<file path="config.mk">
export PLATFORM = sky130hd
export DESIGN_NAME = gs_lsu
export DESIGN_NICKNAME = d
export VERILOG_FILES = /design/src/rtl/gs_lsu.sv
export SDC_FILE = /design/constraint.sdc
export NUM_CORES = 1
export LEC_CHECK = 0
export ABC_AREA = 1
export CAP_MARGIN = 0
export CELL_PAD_IN_SITES_DETAIL_PLACEMENT = 0
export CELL_PAD_IN_SITES_GLOBAL_PLACEMENT = 1
export CORE_ASPECT_RATIO = 0.9
export CORE_MARGIN = 3
export CORE_UTILIZATION = 31
export DETAILED_ROUTE_END_ITERATION = 10
export PLACE_DENSITY = 0.8
export SETUP_SLACK_MARGIN = 0.5
export SLEW_MARGIN = 20
export SYNTH_ARGS = -nofsm -noshare
export SYNTH_HDL_FRONTEND = slang
export SYNTH_SLANG_ARGS = --single-unit
</file>
<file path="constraint.sdc">
create_clock -name clk -period 1.4 [get_ports clk]
set_input_delay 0.14 -clock clk [delete_from_list [all_inputs] [get_ports clk]]
set_output_delay 0.14 -clock clk [all_outputs]
set_load 0.05 [all_outputs]
</file>
<file path="src/rtl/gs_lsu.sv">
// gs_lsu: single-outstanding load-store unit between EX and a req/gnt/rvalid data bus.
// Build option: define GS_LSU_MISALIGN_TRAP_EN to trap misaligned/illegal accesses instead of forcing alignment.
module gs_lsu #(
  parameter int unsigned ADDR_SIZE = 32,
  parameter int unsigned WORD_SIZE = 32
) (
  input  logic                 clk,
  input  logic                 rst,
  input  logic                 ex_req_i,
  input  logic                 ex_we_i,
  input  logic [1:0]           ex_size_i,
  input  logic                 ex_unsigned_i,
  input  logic [ADDR_SIZE-1:0] ex_addr_i,
  input  logic [WORD_SIZE-1:0] ex_wdata_i,
  input  logic                 flush_i,
  output logic                 lsu_ready_o,
  output logic                 lsu_busy_o,
  output logic                 lsu_rvalid_o,
  output logic [WORD_SIZE-1:0] lsu_rdata_o,
  output logic                 lsu_err_o,
  output logic                 data_req_o,
  input  logic                 data_gnt_i,
  output logic [ADDR_SIZE-1:0] data_addr_o,
  output logic                 data_we_o,
  output logic [3:0]           data_be_o,
  output logic [WORD_SIZE-1:0] data_wdata_o,
  input  logic                 data_rvalid_i,
  input  logic [WORD_SIZE-1:0] data_rdata_i
);

  typedef enum logic [1:0] {
    ST_IDLE,
    ST_REQ,
    ST_RESP
  } state_e;

  state_e state_q, state_d;

  logic                 we_q, we_d;
  logic [1:0]           size_q, size_d;
  logic                 uns_q, uns_d;
  logic [1:0]           off_q, off_d;
  logic [ADDR_SIZE-1:0] addr_q, addr_d;
  logic [3:0]           be_q, be_d;
  logic [WORD_SIZE-1:0] wdata_q, wdata_d;
  logic [WORD_SIZE-1:0] rdata_q, rdata_d;
  logic                 rvalid_q, rvalid_d;
  logic                 err_q, err_d;
  logic                 busy_q, busy_d;
  logic                 kill_q, kill_d;

  logic                 accept;
  logic                 misalign;
  logic [1:0]           off_eff;
  logic [1:0]           size_eff;
  logic [3:0]           be_new;
  logic [WORD_SIZE-1:0] wdata_new;
  logic [WORD_SIZE-1:0] shifted;
  logic [WORD_SIZE-1:0] load_ext;

  // Access decode: either flag misalignment or fold the offset/size into a legal access.
  always_comb begin
    off_eff  = ex_addr_i[1:0];
    size_eff = ex_size_i;
`ifdef GS_LSU_MISALIGN_TRAP_EN
    unique case (ex_size_i)
      2'b01:   misalign = ex_addr_i[0];
      2'b10:   misalign = |ex_addr_i[1:0];
      2'b11:   misalign = 1'b1;
      default: misalign = 1'b0;
    endcase
`else
    misalign = 1'b0;
    if (ex_size_i == 2'b01) begin
      off_eff[0] = 1'b0;
    end else if (ex_size_i[1]) begin
      off_eff  = '0;
      size_eff = 2'b10;
    end
`endif
    unique case (size_eff)
      2'b00: begin
        be_new    = 4'b0001 << off_eff;
        wdata_new = {4{ex_wdata_i[7:0]}};
      end
      2'b01: begin
        be_new    = 4'b0011 << off_eff;
        wdata_new = {2{ex_wdata_i[15:0]}};
      end
      default: begin
        be_new    = 4'b1111;
        wdata_new = ex_wdata_i;
      end
    endcase
  end

  always_comb begin
    shifted = data_rdata_i >> {off_q, 3'b000};
    unique case (size_q)
      2'b00:   load_ext = {{24{~uns_q & shifted[7]}}, shifted[7:0]};
      2'b01:   load_ext = {{16{~uns_q & shifted[15]}}, shifted[15:0]};
      default: load_ext = shifted;
    endcase
  end

  always_ff @(posedge clk or negedge rst) begin
    if (!rst) begin
      state_q <= ST_IDLE;
    end else begin
      state_q <= state_d;
    end
  end

  always_comb begin
    state_d = state_q;
    unique case (state_q)
      ST_IDLE: if (accept && !misalign) state_d = ST_REQ;
      ST_REQ: begin
        if (flush_i)         state_d = ST_IDLE;
        else if (data_gnt_i) state_d = ST_RESP;
      end
      ST_RESP: if (data_rvalid_i) state_d = ST_IDLE;
      default: state_d = ST_IDLE;
    endcase
  end

  always_comb begin
    lsu_ready_o = (state_q == ST_IDLE) && !flush_i;
    data_req_o  = (state_q == ST_REQ);
  end

  assign accept = ex_req_i && lsu_ready_o;

  // A flush seen while waiting for the response is remembered so the late rvalid is swallowed.
  always_comb begin
    we_d     = we_q;
    size_d   = size_q;
    uns_d    = uns_q;
    off_d    = off_q;
    addr_d   = addr_q;
    be_d     = be_q;
    wdata_d  = wdata_q;
    rdata_d  = rdata_q;
    kill_d   = kill_q;
    rvalid_d = 1'b0;
    err_d    = 1'b0;
    busy_d   = (state_d != ST_IDLE);
    if (accept) begin
      if (misalign) begin
        err_d = 1'b1;
      end else begin
        we_d    = ex_we_i;
        size_d  = size_eff;
        uns_d   = ex_unsigned_i;
        off_d   = off_eff;
        addr_d  = {ex_addr_i[ADDR_SIZE-1:2], 2'b00};
        be_d    = be_new;
        wdata_d = wdata_new;
        kill_d  = 1'b0;
      end
    end
    if (state_q == ST_RESP) begin
      if (flush_i) kill_d = 1'b1;
      if (data_rvalid_i) begin
        kill_d = 1'b0;
        if (!(kill_q || flush_i)) begin
          rvalid_d = 1'b1;
          rdata_d  = we_q ? '0 : load_ext;
        end
      end
    end
  end

  always_ff @(posedge clk or negedge rst) begin
    if (!rst) begin
      we_q     <= 1'b0;
      size_q   <= '0;
      uns_q    <= 1'b0;
      off_q    <= '0;
      addr_q   <= '0;
      be_q     <= '0;
      wdata_q  <= '0;
      rdata_q  <= '0;
      rvalid_q <= 1'b0;
      err_q    <= 1'b0;
      busy_q   <= 1'b0;
      kill_q   <= 1'b0;
    end else begin
      we_q     <= we_d;
      size_q   <= size_d;
      uns_q    <= uns_d;
      off_q    <= off_d;
      addr_q   <= addr_d;
      be_q     <= be_d;
      wdata_q  <= wdata_d;
      rdata_q  <= rdata_d;
      rvalid_q <= rvalid_d;
      err_q    <= err_d;
      busy_q   <= busy_d;
      kill_q   <= kill_d;
    end
  end

  assign lsu_busy_o   = busy_q;
  assign lsu_rvalid_o = rvalid_q;
  assign lsu_rdata_o  = rdata_q;
  assign lsu_err_o    = err_q;
  assign data_addr_o  = addr_q;
  assign data_we_o    = we_q;
  assign data_be_o    = be_q;
  assign data_wdata_o = wdata_q;

endmodule
</file>
==> impl_metrics.yaml <==
run_status:
  status: "complete, but fails checks"
  violations: "negative hold slack, negative setup slack"
yosys:
  ys_types: 27
  syn_area_sq_mm: 0.005228
  ys_ff_latch: 109
  synth_cells: 670
  yosysSeqAreaShare: 0.5218
  avgSynthCellArea_sq_um: 7.802
  yosysWarnings: 0
power_and_ir_drop:
  p_sw_w: 0.006521
  intPower_w: 0.009296
  max-vdd-ir-drop_v: 0.0008797
  switching_share: 0.4123
  power_frac_clock: 0.180
  p_leak_nw: 4.871
  p_comb_frac: 0.522
  powerDensity_mw_per_mm2: 1625
  seqPwrFrac: 0.298
die:
  die_area_sq_mm: 0.01846
  coreArea_sq_mm: 0.01635
  start_util: 0.3197
  die_x_um: 142.9
  dieHeight_um: 129.2
  ios: 212
  rows: 44
timing:
  rsz0062_at_grt: "yes"
  setup_violations: 17
  whs_ps: -361.5
  period_share: 1.033
  hold_violations: 105
  worst_slack_ps: -46.61
  skew_ps: 9.701
  slew_violations: 0
  fmax_mhz: 691.3
  fin_crit_ps: 1447
clock_tree:
  cts_hold_buf: 1
  cts_max_level: 3
  root_buffer: "clkbuf_16"
  cts.sinks: 109
  clock_latency_ps: 360
  cts_tree: "built"
  cts_made_buffers: 9
  clk_pin_slew_worst_paths_ps: 80
  cts_max_path_buffers: 2
placed_design:
  placed_cell_area_sq_mm: 0.008290
  io_buffers: 208
  gp_congestion: 0.8101
  dp_hpwl_um: 12900
critical_path:
  slowest_stage: "dfrtp_1"
  reg2reg_to: "lsu_rdata_o[16]"
  reg2reg_depth: 9
  worst_setup_path_end_kind: "output pin"
  r2r_start: "state_q[0]"
  rrSetupSlack_ps: -40
  crit_family: "flip-flops"
  crit_fanout: 3
  path_cells: "buf_4 -> nor3_4 -> buf_12"
  path_class: "reg -> out"
  max_stage_delay_ps: 420
  critPathRequiredTime_ps: 1260
  crit_buf_inv: 2
  cp.arrival_ps: 1310
  start_kind: "flop"
routing:
  drc_errors: 0
  vias: 5381
  wl_met1_um: 8374
  wl_met3_um: 1465
  routed_wirelength_um: 18510
  vias_per_cell: 4.591
  ant_nets: 0
  drtIter0Drc: 345
  routedWlPerCell_um: 15.79
  met2WireLength_um: 8432
  top_layer: "met4"
  drt-pass1-iter-count: 4
global_routing:
  grt_max_degree: 41
  grt_pass1_vias: 5386
  grt_use_total: 0.1997
  antenna_found_initial: 0
  grt-ovfl-total: 0
  grt_pass1_wl_um: 28680
job:
  cap_violations: 0
final_layout:
  nets: 1066
  final_area_sq_mm: 0.009733
  antenna_cells: 0
  postLayoutCoreUtil: 0.5953
  syn_to_final_growth_pct: 86.19
  drive_above_1_share: 0.3109
worst_hold_path:
  min_path_type: "in -> async"
[synth_stat cells, drive strengths merged]
cell     instances  area [sq um]
clkinv           1         3.750
o21ai           55         275.3
o21bai           1         7.510
or2              1         6.260
buf             32         200.2
o2bb2ai          7         61.31
a21oi           41         205.2
dfrtp          109          2728
nand3           34         205.2
conb             1         3.750
nand3b           1         20.02
clkbuf           8         30.03
nor3             1         5.000
nor2            34         150.1
nand2          315          1215
inv             29         111.4
[power groups by stage]
| stage | Clock, W | Combinational (W) | Sequential, W |
|---|---|---|---|
| after floorplan | 0 | 0.00146 | 0.00701 |
| after global placement | 0 | 0.00739 | 0.00467 |
| after detailed placement | 0 | 0.00742 | 0.00468 |
| after CTS | 0.00296 | 0.00799 | 0.00471 |
| after global routing | 0.00307 | 0.00871 | 0.00481 |
| final | 0.00285 | 0.00825 | 0.00471 |
[layer usage]
layer	global-route usage	vias up
met5	0	-
met4	0.05534	0
met3	0.06642	15
met2	0.3083	170
met1	0.2704	2498
li1	-	2698
[repair_timing]
action,in CTS,in global routing
gates cloned,6,5
hold endpoints to repair,22,81
setup buffers,21,20
endpoints found under the setup margin,212,216
pin swaps,15,14
gates resized for setup,116,46
[registers in the layout (all words and copies together), names as in the netlist]
name and flops:
lsu_rvalid_o 1, data_wdata_o 32, size_q 2, data_addr_o 30, data_we_o 1, data_be_o 4
kill_q 1, lsu_rdata_o 32, uns_q 1, state_q 2, off_q 2, lsu_busy_o 1
[through the flow]
stage | TNS [ps] | cells | setup slack, ps | hold WS, ps | total power (W)
after floorplan | 0 | 672 | 137.6 | -155.6 | 0.008467
after global placement | -10600 | 1103 | -153.3 | 78.18 | 0.01206
after detailed placement | -13210 | 1103 | -187.3 | 78.80 | 0.01210
after CTS | -620.4 | 1147 | -60.04 | -310.1 | 0.01566
after global routing | -5735 | 1172 | -125.0 | -360.9 | 0.01659
final | -270.1 | 1172 | -46.61 | -361.5 | 0.01582
[area by class of cell]
| cell class | count | area, sq um |
|---|---|---|
| clock buffers | 10 | 239.0 |
| clock inverters | 6 | 93.84 |
| fillers | 1398 | 6618 |
| inverters | 30 | 135.1 |
| multi-input cells | 495 | 2412 |
| flip-flops and latches | 109 | 2734 |
| well taps | 207 | 259.0 |
| repair buffers | 315 | 3860 |
[worst max-delay path by stage]
stage / startpoint / endpoint / slack [ps] / cells after the start
after floorplan: state_q[1] / data_addr_o[21] / 140 / 7
after global placement: ex_size_i[1] / data_be_o[1] / -150 / 7
after detailed placement: flush_i / data_addr_o[3] / -190 / 8
after CTS: state_q[0] / lsu_ready_o / -60 / 3
after global routing: state_q[0] / lsu_rdata_o[28] / -130 / 9
final: state_q[1] / lsu_ready_o / -50 / 3
[cells in the final DEF (no fill, tap or decap)]
cell type	count
a21oi_1	41
buf_12	63
buf_16	5
buf_4	68
buf_6	67
buf_8	3
bufinv_16	2
clkbuf_16	13
clkbuf_8	1
clkdlybuf4s50_1	104
clkinv_1	1
clkinv_4	2
clkinvlp_4	2
conb_1	3
dfrtp_1	104
dfrtp_2	5
dlygate4sd3_1	1
inv_1	23
inv_16	1
inv_2	3
inv_4	1
inv_6	1
nand2_1	292
nand2_2	19
nand2_4	3
nand2_8	1
nand3_1	27
nand3_2	4
nand3_4	3
nand3b_4	3
nor2_1	12
nor2_2	9
nor2_4	13
nor3_4	1
o21ai_0	21
o21ai_1	28
o21ai_2	6
o21bai_1	1
o2bb2ai_1	7
or2_4	1
[cells by family after synthesis]
family	count (synthesis)	share of synthesized area
AND/OR/NAND/NOR	386	0.3064
flip-flops	109	0.5218
AO/OA/AOI/OAI	104	0.1051
other	1	0.0007174
buffers and inverters	70	0.06606
(Power assumes the default switching activity.)
